`src/rtl/yuv422_fb_pkg.sv`:
```
// Shared types and helpers for the YUV422 frame-buffer scan-out path.
// Used by yuv422_fb_reader; see that file for the YUV422_FB_READER_TPG_EN option.
package yuv422_fb_pkg;

  typedef enum logic [1:0] {
    IDLE   = 2'd0,
    LOAD   = 2'd1,
    STREAM = 2'd2
  } fb_state_e;

  typedef struct packed {
    logic [7:0] c;
    logic [7:0] y;
  } yuv422_pix_t;

  // Byte positions inside a 32-bit BRAM word
  localparam int unsigned Y0 = 0;
  localparam int unsigned CB = 1;
  localparam int unsigned Y1 = 2;
  localparam int unsigned CR = 3;

  localparam logic [7:0] TPG_CHROMA = 8'h80;

  // Even half -> {Cb,Y0}, odd half -> {Cr,Y1}
  function automatic yuv422_pix_t unpack(input logic [31:0] word, input logic half);
    yuv422_pix_t p;
    if (half) begin
      p.c = word[8*CR +: 8];
      p.y = word[8*Y1 +: 8];
    end else begin
      p.c = word[8*CB +: 8];
      p.y = word[8*Y0 +: 8];
    end
    return p;
  endfunction

endpackage

```
`src/rtl/yuv422_fb_reader.sv`:
```
// Frame-buffer scan-out: walks BRAM words and streams two YUV422 pixels per word.
// Define YUV422_FB_READER_TPG_EN to add tpg_i, which swaps memory pixels for a grey ramp.
module yuv422_fb_reader
  import yuv422_fb_pkg::*;
#(
  parameter int unsigned H_RES = 1920,
  parameter int unsigned V_RES = 1080,
  parameter int unsigned LINES = H_RES * V_RES / 2,
  parameter int unsigned DW    = 32
) (
  input  logic                     clk_i,
  input  logic                     rst_i,
  input  logic                     frame_start_i,
  output logic [$clog2(LINES)-1:0] rd_addr_o,
  input  logic [DW-1:0]            rd_d_i,
`ifdef YUV422_FB_READER_TPG_EN
  input  logic                     tpg_i,
`endif
  output logic [15:0]              pix_o,
  output logic                     pix_valid_o,
  input  logic                     pix_ready_i,
  output logic                     pix_sof_o,
  output logic                     pix_eol_o,
  output logic                     busy_o
);

  localparam int unsigned AW = $clog2(LINES);
  localparam int unsigned XW = (H_RES > 1) ? $clog2(H_RES) : 1;
  localparam int unsigned YW = (V_RES > 1) ? $clog2(V_RES) : 1;

  fb_state_e   state_q, state_d;
  logic [AW-1:0] ptr_q;
  logic [XW-1:0] x_q;
  logic [YW-1:0] y_q;
  logic          half_q;
  logic [DW-1:0] word_q;

  logic        valid;
  logic        accept;
  logic        last_x;
  logic        last_y;
  logic        frame_done;
  yuv422_pix_t mem_pix;

  assign valid      = (state_q == STREAM);
  assign accept     = valid && pix_ready_i;
  assign last_x     = (x_q == XW'(H_RES - 1));
  assign last_y     = (y_q == YW'(V_RES - 1));
  assign frame_done = accept && half_q && last_x && last_y;

  always_ff @(posedge clk_i or posedge rst_i) begin
    if (rst_i) state_q <= IDLE;
    else       state_q <= state_d;
  end

  // Next-state: back-to-back frames skip IDLE when the start pulse meets the final accept
  always_comb begin
    state_d = state_q;
    case (state_q)
      IDLE:    if (frame_start_i) state_d = LOAD;
      LOAD:    state_d = STREAM;
      STREAM:  if (frame_done) state_d = frame_start_i ? LOAD : IDLE;
      default: state_d = IDLE;
    endcase
  end

  always_ff @(posedge clk_i or posedge rst_i) begin
    if (rst_i) begin
      ptr_q  <= '0;
      x_q    <= '0;
      y_q    <= '0;
      half_q <= 1'b0;
      word_q <= '0;
    end else if (state_q == LOAD) begin
      word_q <= rd_d_i;
      ptr_q  <= AW'(1);
      half_q <= 1'b0;
    end else if (accept) begin
      half_q <= ~half_q;
      if (last_x) begin
        x_q <= '0;
        y_q <= last_y ? '0 : y_q + YW'(1);
      end else begin
        x_q <= x_q + XW'(1);
      end
      // Odd pixel consumed: refill from the pointer; saturate so ptr stays within the BRAM
      if (half_q) begin
        if (frame_done) begin
          ptr_q <= '0;
        end else begin
          word_q <= rd_d_i;
          ptr_q  <= (ptr_q == AW'(LINES - 1)) ? ptr_q : ptr_q + AW'(1);
        end
      end
    end
  end

  assign mem_pix     = unpack(word_q, half_q);
  assign rd_addr_o   = ptr_q;
  assign pix_valid_o = valid;
  assign busy_o      = (state_q != IDLE);
  assign pix_sof_o   = valid && (x_q == '0) && (y_q == '0);
  assign pix_eol_o   = valid && last_x;

  always_comb begin
    pix_o = '0;
    if (valid) begin
      pix_o = mem_pix;
`ifdef YUV422_FB_READER_TPG_EN
      if (tpg_i) pix_o = {TPG_CHROMA, 8'(x_q)};
`endif
    end
  end

endmodule

```
`config.mk`:
```
export PLATFORM = sky130hd
export DESIGN_NAME = yuv422_fb_reader
export DESIGN_NICKNAME = d
export VERILOG_FILES = /design/src/rtl/yuv422_fb_pkg.sv /design/src/rtl/yuv422_fb_reader.sv
export SDC_FILE = /design/constraint.sdc
export NUM_CORES = 1
export LEC_CHECK = 0
export BUFFER_PORTS_ARGS = -buffer_cell sky130_fd_sc_hd__buf_2
export CORE_AREA = 2 2 122 124
export DETAILED_ROUTE_END_ITERATION = 12
export DIE_AREA = 0 0 124 126
export SYNTH_ARGS = -nofsm -noshare
export SYNTH_HDL_FRONTEND = slang
export SYNTH_SLANG_ARGS = --single-unit
```
`constraint.sdc`:
```
create_clock -name clk_i -period 3.1 [get_ports clk_i]
set_input_delay 0.62 -clock clk_i [delete_from_list [all_inputs] [get_ports clk_i]]
set_output_delay 0.62 -clock clk_i [all_outputs]
set_load 0.005 [all_outputs]
```
==> results of run 1 <==
worst max-delay path by stage:
stage	startpoint	end
finish	x_q[3]$_DFFE_PP0P_	pix_sof_o
global route	x_q[3]$_DFFE_PP0P_	pix_sof_o
CTS	x_q[3]$_DFFE_PP0P_	pix_sof_o
detailed placement	pix_ready_i	word_q[8]$_DFFE_PP0P_
global placement	pix_ready_i	word_q[16]$_DFFE_PP0P_
floorplan	rst_i	half_q$_DFFE_PP0P_
area by class of cell:
cell class / count / area, sq um
Sequential cell: 77 / 1930
Clock inverter: 3 / 20.0
Tap cell: 184 / 230
Multi-Input combinational cell: 279 / 1910
Fill cell: 1478 / 9480
Timing Repair Buffer: 83 / 448
Inverter: 11 / 41.3
Clock buffer: 13 / 260
synth_stat cells, types with 8 or more instances:
cell type	n
nor2_1	36
a21oi_1	18
dfrtp_1	77
mux2_1	16
mux2i_1	16
mux2_2	17
inv_1	11
nand2_1	35
nand3_1	11
clkbuf_1	9
o21ai_0	18
nand4_1	9
nor4_1	8
a31oi_1	16
critical path, delay by kind of cell, from the launching register on:
family / cells / cell delay (ns)
and+or+nand+nor: 3 / 0.96
DFF: 1 / 0.45
buffers and inverters: 1 / 0.20
cells in the final DEF (no fill, tap or decap), types with 2 or more instances in the layout:
master / synthesis / layout
a21oi_1: 18 / 18
or3_1: 2 / 2
xor2_1: 6 / 6
mux2i_1: 16 / 16
and2_1: 2 / 2
inv_1: 11 / 10
o311ai_0: 2 / 2
nor3_1: 4 / 4
nor2_1: 36 / 36
nand2_2: 2 / 2
clkbuf_16: 0 / 9
buf_4: 0 / 7
and3_1: 7 / 7
xnor2_1: 7 / 7
nand2_1: 35 / 35
clkinvlp_4: 0 / 2
mux2_1: 16 / 16
or2_2: 2 / 2
nand2b_1: 3 / 3
nand3_1: 11 / 11
ha_1: 5 / 5
a32oi_1: 2 / 2
and4_1: 3 / 3
dfrtp_1: 77 / 77
a32o_1: 2 / 2
clkbuf_1: 9 / 2
buf_2: 3 / 75
nand4_1: 9 / 9
nor4bb_1: 2 / 2
a31oi_1: 16 / 16
o21ai_0: 18 / 18
nor4_1: 8 / 8
nand3b_1: 2 / 2
o211ai_1: 2 / 2
mux2_2: 17 / 17
clkbuf_8: 0 / 2
a21o_1: 4 / 4
a31o_2: 2 / 2
metal layers:
| layer | track usage | part of all wire | up-vias |
|---|---|---|---|
| li1 | - | - | 1558 |
| met1 | 0.178 | 0.46 | 1566 |
| met2 | 0.187 | 0.45 | 93 |
| met3 | 0.0412 | 0.067 | 16 |
| met4 | 0.0595 | 0.020 | 0 |
| met5 | 0 | 0 | - |
registers in the layout, indices dropped and copies added (netlist names):
signal / cells
half_q: 1
x_q: 11
rd_addr_o: 20
y_q: 11
state_q: 2
word_q: 32
logic make-up after synthesis:
| kind of cell | share of synthesized area |
|---|---|
| fa+ha+maj | 0.0158 |
| simple gates | 0.181 |
| compound gates | 0.122 |
| xor+xnor | 0.0287 |
| flops | 0.486 |
| buf+inv | 0.0322 |
| mux | 0.134 |
power by group:
group / total [uW] / switching [uW] / internal, uW
registers: 1540 / 232 / 1310
logic: 1170 / 592 / 582
clock network: 1000 / 416 / 585
stage by stage:
stage	util	hold slack, ns
floorplan	-	0.456
global placement	0.318	0.472
detailed placement	0.318	0.480
CTS	0.338	0.410
global route	0.338	0.457
finish	0.338	0.387
==> out/qor.txt, run 1 <==
====================================================================================================
Design area ...........................................................................   4840 sq um
Sequential area share after synthesis .................................................        0.486
Number of endpoints with negative hold slack in the final report ......................            0
Largest vdd supply drop ...............................................................       416 uV
Startpoint of the lowest-slack register-to-register path .............................. x_q[0]$_DFFE_PP0P_
Top-area cell type share of the netlist area ..........................................        0.486
Biggest cell delay along the critical path ............................................      0.47 ns
Max frequency .........................................................................      389 MHz
Mean post-synth cell area .............................................................   10.4 sq um
Global-route wire length before repair ................................................ 15900 microns
H-tree depth reported by CTS ..........................................................            3
Critical path launch point type .......................................................         flop
Worst max-slew margin expressed relative to the limit .................................        0.310
Crit path capture type ................................................................   output pin
Detailed placer's ending HPWL ......................................................... 6690 microns
Placement Rows ........................................................................           44
Vias post-DR ..........................................................................         3233
Num CTS Buffers .......................................................................            9
Maximum number of pins on one net before global-route repair ..........................           47
Core area .............................................................................  14300 sq um
Final std cells w/o fill ..............................................................          650
Deepest clock path buffer count .......................................................            2
Sinks on the clock net ................................................................           77
Result of the run ..................................................................... complete, no violations
Slew of the pin with the lowest slew margin ...........................................      1.03 ns
TNS Setup .............................................................................         0 ns
Number of enable flip-flop cells after synthesis ......................................            0
Total power draw ......................................................................      3710 uW
Remaining Overflow, GRT ...............................................................            0
Setup repair after global routing missed its margin ...................................        false
Effective utilization at floorplan ....................................................        0.277
Leakage power of the design ...........................................................   0.00228 uW
Standard cell area after detailed placement ...........................................   4560 sq um
PwrDens ...............................................................................  767 nW/um^2
Clock-pin slew reported for the worst setup and hold paths after clock tree synthesis .      0.06 ns
Final Skew ............................................................................   0.00711 ns
Hold Path Class ....................................................................... input port to asynchronous set/reset pin
Yosys reg bits ........................................................................           77
Diodes inserted .......................................................................            0
Net count after synthesis .............................................................          424
Number of nets in the layout ..........................................................          502
Count of hold-fix buffers inserted at cts .............................................            0
Placer congestion estimate ............................................................        0.786
I/O pin cnt ...........................................................................           76
Placed Cells incl. Taps ...............................................................          634
Number of buffers inserted by post-CTS setup repair ...................................            0
Period utilisation layout .............................................................        0.830
R2r setup slk .........................................................................      0.64 ns
# setup viols final ...................................................................            0
Share of flip-flops with an asynchronous set or reset .................................         1.00
Most area-consuming cells after synthesis ............................................. dfrtp_1, mux2_2, mux2_1, mux2i_1, nor2_1
Area growth from synthesis to layout ..................................................        22.0%
Synthesis Warnings ....................................................................            0
Number of instances in the synthesized netlist ........................................          383
Worst setup slack after placement .....................................................     0.495 ns
DRC violation total after the first TritonRoute iteration .............................          265
Total routing resource utilization after global routing ...............................        0.130
Critical R2R Capture .................................................................. word_q[8]$_DFFE_PP0P_
Prevailing post-synth register cell ...................................................      dfrtp_1
Count of cells resized by post-cts repair .............................................            0
Cell depth of the worst flop-to-flop path .............................................            7
Critical path data required time ......................................................      2.48 ns
Maximum fanout along the worst path ...................................................            7
Post-synthesis cell area ..............................................................   3970 sq um
Count of input and output buffers .....................................................           75
Die Span X ............................................................................  124 microns
Setup WS post-layout ..................................................................     0.526 ns
Total wire length after detailed routing .............................................. 9570 microns
Fraction of final layout cells sized beyond drive strength 1 ..........................        0.273
Dominant cell type by count on the critical path ......................................       nor4_1
Antenna violation net count after detailed routing ....................................            0
Via density per instance ..............................................................         4.97
Overall die area ......................................................................  15600 sq um
Data arrival time of the critical path ................................................      1.95 ns
Max-Cap Viols .........................................................................            0
Type of the setup path with the least slack ........................................... flop to output pin
Number of distinct library cell variants in the gate-level netlist after synthesis ....           54
Number of detailed-routing iterations run before antenna repair .......................            4
Final critical path time including I/O delays and setup ...............................      2.57 ns
Mean routed wirelength per cell ....................................................... 14.7 microns
Clock insertion delay at the later pin of the skew report .............................      0.35 ns
Total DRC errors in the routed layout .................................................            0
Cell at the slowest stage of the critical path ........................................       nor4_1
Number of antenna violations at the first check in global routing .....................            0
CTS root buf ..........................................................................    clkbuf_16
Number of max-slew violations in the final report .....................................            0
CTS tree ..............................................................................        built
Cell breakdown of the critical path ................................................... nor4_1 > nand4_1 > nor4_1 > buf_2
Die Ht ................................................................................  126 microns
Dominant cell type by area after synthesis ............................................      dfrtp_1
Number of global-route vias before repair .............................................         3141
====================================================================================================
(Power assumes the default switching activity.)
==> run 2, diff against run 1 <==
clock period = 2.4 ns   (was 3.1 ns; I/O delays follow)
==> run 2 against run 1 <==
Cell area rose by 1.8%. Core utilization rose by 0.61 points. Worst hold slack got worse by 0.15 ns. Critical path type unchanged. Critical endpoint unchanged. Largest power group unchanged.
==> out/qor.txt, run 2 (same netlist as run 1, synthesis figures left out) <==
====================================================================================================
Mean routed wirelength per cell ....................................................... 14.7 microns
Core area .............................................................................  14300 sq um
Die Ht ................................................................................  126 microns
PwrDens ............................................................................... 1020 nW/um^2
Diodes inserted .......................................................................            0
Clock-pin slew reported for the worst setup and hold paths after clock tree synthesis .      0.06 ns
Leakage power of the design ...........................................................   0.00232 uW
Maximum number of pins on one net before global-route repair ..........................           36
Area taken by flip-flops and latches ..................................................   1930 sq um
Final std cells w/o fill ..............................................................          653
Total wire length after detailed routing .............................................. 9610 microns
Cell internal power dissipation .......................................................      3410 uW
Remaining Overflow, GRT ...............................................................            0
Number of flip-flops under the largest register name ..................................           32
Global-route wire length before repair ................................................ 15700 microns
Effective utilization at floorplan ....................................................        0.277
Area growth from synthesis to layout ..................................................        24.2%
Result of the run ..................................................................... complete, no violations
Reported net switching power ..........................................................      1610 uW
Max frequency .........................................................................      450 MHz
Top library cells by usage in the layout, fill and taps aside ......................... dfrtp_1, buf_2, nor2_1, nand2_1
Critical path data required time ......................................................      1.92 ns
Antenna violation net count after detailed routing ....................................            0
Detailed placer's ending HPWL ......................................................... 6970 microns
Final Skew ............................................................................   0.00582 ns
# setup viols final ...................................................................            0
Biggest register ......................................................................       word_q
Data arrival time of the critical path ................................................      1.74 ns
Number of detailed-routing iterations run before antenna repair .......................            5
Cell breakdown of the critical path ................................................... nor3_1 > nand4_1 > nor4_2 > buf_2
Crit path capture type ................................................................   output pin
Slew of the pin with the lowest slew margin ...........................................     0.927 ns
Worst hold slack ......................................................................     0.233 ns
Total DRC errors in the routed layout .................................................            0
Critical path launch point type .......................................................         flop
Via density per instance ..............................................................         4.91
Final critical path time including I/O delays and setup ...............................      2.22 ns
Total of fill cells in the finished design ............................................         1476
Overall die area ......................................................................  15600 sq um
Sequential fraction of design power ...................................................        0.395
Placer congestion estimate ............................................................        0.840
Standard cell area after detailed placement ...........................................   4600 sq um
Total routing resource utilization after global routing ...............................        0.127
Max-Cap Viols .........................................................................            0
H-tree depth reported by CTS ..........................................................            3
I/O pin cnt ...........................................................................           76
Maximum fanout along the worst path ...................................................            6
Sinks on the clock net ................................................................           77
Clock insertion delay at the later pin of the skew report .............................      0.33 ns
Largest vdd supply drop ...............................................................       598 uV
Global-route layer with the greatest usage ............................................         met2
Fraction of power spent switching nets ................................................        0.320
Met3 demand-to-capacity share in global routing .......................................       0.0448
Met1 layer usage reported by global route .............................................        0.155
Number of endpoints with negative hold slack in the final report ......................            0
Placed Cells incl. Taps ...............................................................          638
Dominant delay contributor by cell family on the critical path ........................ simple AND/OR/NAND/NOR gates
Number of buffers inserted by post-CTS setup repair ...................................            0
Cell at the slowest stage of the critical path ........................................      dfrtp_1
Number of nets in the layout ..........................................................          506
Placement Rows ........................................................................           44
Type of the setup path with the least slack ........................................... flop to output pin
TNS Setup .............................................................................         0 ns
Number of antenna violations at the first check in global routing .....................            1
Leading cell type in the layout, fill and taps excluded ...............................      dfrtp_1
Design area ...........................................................................   4920 sq um
Number of max-slew violations in the final report .....................................            0
Deepest clock path buffer count .......................................................            2
Num CTS Buffers .......................................................................            9
CTS root buf ..........................................................................    clkbuf_16
Met2 track utilization from global routing ............................................        0.209
Combined buffer and inverter count along the critical path ............................            1
DRC violation total after the first TritonRoute iteration .............................          214
Number of global-route vias before repair .............................................         3212
Period utilisation layout .............................................................        0.926
Fraction of final layout cells sized beyond drive strength 1 ..........................        0.281
CTS tree ..............................................................................        built
Die Span X ............................................................................  124 microns
Clock network fraction of total power .................................................        0.289
Worst max-slew margin expressed relative to the limit .................................        0.382
Biggest cell delay along the critical path ............................................      0.44 ns
Vias post-DR ..........................................................................         3203
Hold Path Class ....................................................................... input port to asynchronous set/reset pin
Setup repair after global routing missed its margin ...................................        false
Part of the power in combinational logic ..............................................        0.315
Count of input and output buffers .....................................................           75
Area of the multi-input gates .........................................................   1920 sq um
====================================================================================================
==> run 2: power by group through the flow <==
stage / registers, uW / clock network (uW) / logic [uW]
after floorplan: 1900 / 0 / 1140
after global placement: 1970 / 0 / 1550
after detailed placement: 2000 / 0 / 1600
after CTS: 1980 / 1490 / 1610
after global routing: 2040 / 1550 / 1760
final: 1980 / 1450 / 1580
==> run 2: layout make-up <==
type                       instances  area share
clock buffer                      11      0.0493
clock inverter                     4      0.0147
inverter                          11     0.00915
multi-input combinational        279       0.389
tap                              184      0.0467
timing repair buffer              87      0.0996
sequential                        77       0.391
==> run 2: path summary, 6_finish.rpt <==
| kind | from | end | slack (ns) | cells after the start |
|---|---|---|---|---|
| min in group clk_i | rd_d_i[1] | word_q[1]$_DFFE_PP0P_ | 0.35 | 2 |
| setup reg to reg | x_q[1]$_DFFE_PP0P_ | rd_addr_o[17]$_DFFE_PP0P_ | 0.19 | 6 |
| hold reg to reg | word_q[0]$_DFFE_PP0P_ | word_q[0]$_DFFE_PP0P_ | 0.49 | 1 |
| hold / removal | rst_i | word_q[1]$_DFFE_PP0P_ | 0.23 | 2 |
| setup / recovery | y_q[3]$_DFFE_PP0P_ | pix_sof_o | 0.18 | 4 |
| max in group asynchronous | rst_i | word_q[11]$_DFFE_PP0P_ | 1.54 | 3 |
==> run 2: worst reg2reg max path, delay by kind of cell, from the launching register on <==
family / cells / cell delay (ns)
AOI/OAI and AO/OA: 3 / 0.85
and+or+nand+nor: 2 / 0.68
DFF: 1 / 0.37
adders and majority gates: 1 / 0.21
==> run 2: per-stage QoR <==
| step | utilization | total power [uW] | setup slack [ns] |
|---|---|---|---|
| floorplan | - | 3040 | 0.364 |
| global placement | 0.322 | 3520 | 0.246 |
| detailed placement | 0.322 | 3600 | 0.197 |
| CTS | 0.344 | 5080 | 0.0776 |
| global route | 0.344 | 5350 | 0.0269 |
| finish | 0.344 | 5010 | 0.179 |
==> run 2: per-layer routing <==
metal	share of wire	vias to the layer above
li1	-	1555
met1	0.45	1553
met2	0.47	79
met3	0.066	14
met5	0.00073	-
met4	0.016	2
==> run 2: timing repair <==
item / 4_1_cts / 5_1_grt
hold buffers: 0 / 0
endpoints found under the setup margin: 0 / 1
gates resized for setup: 0 / 1
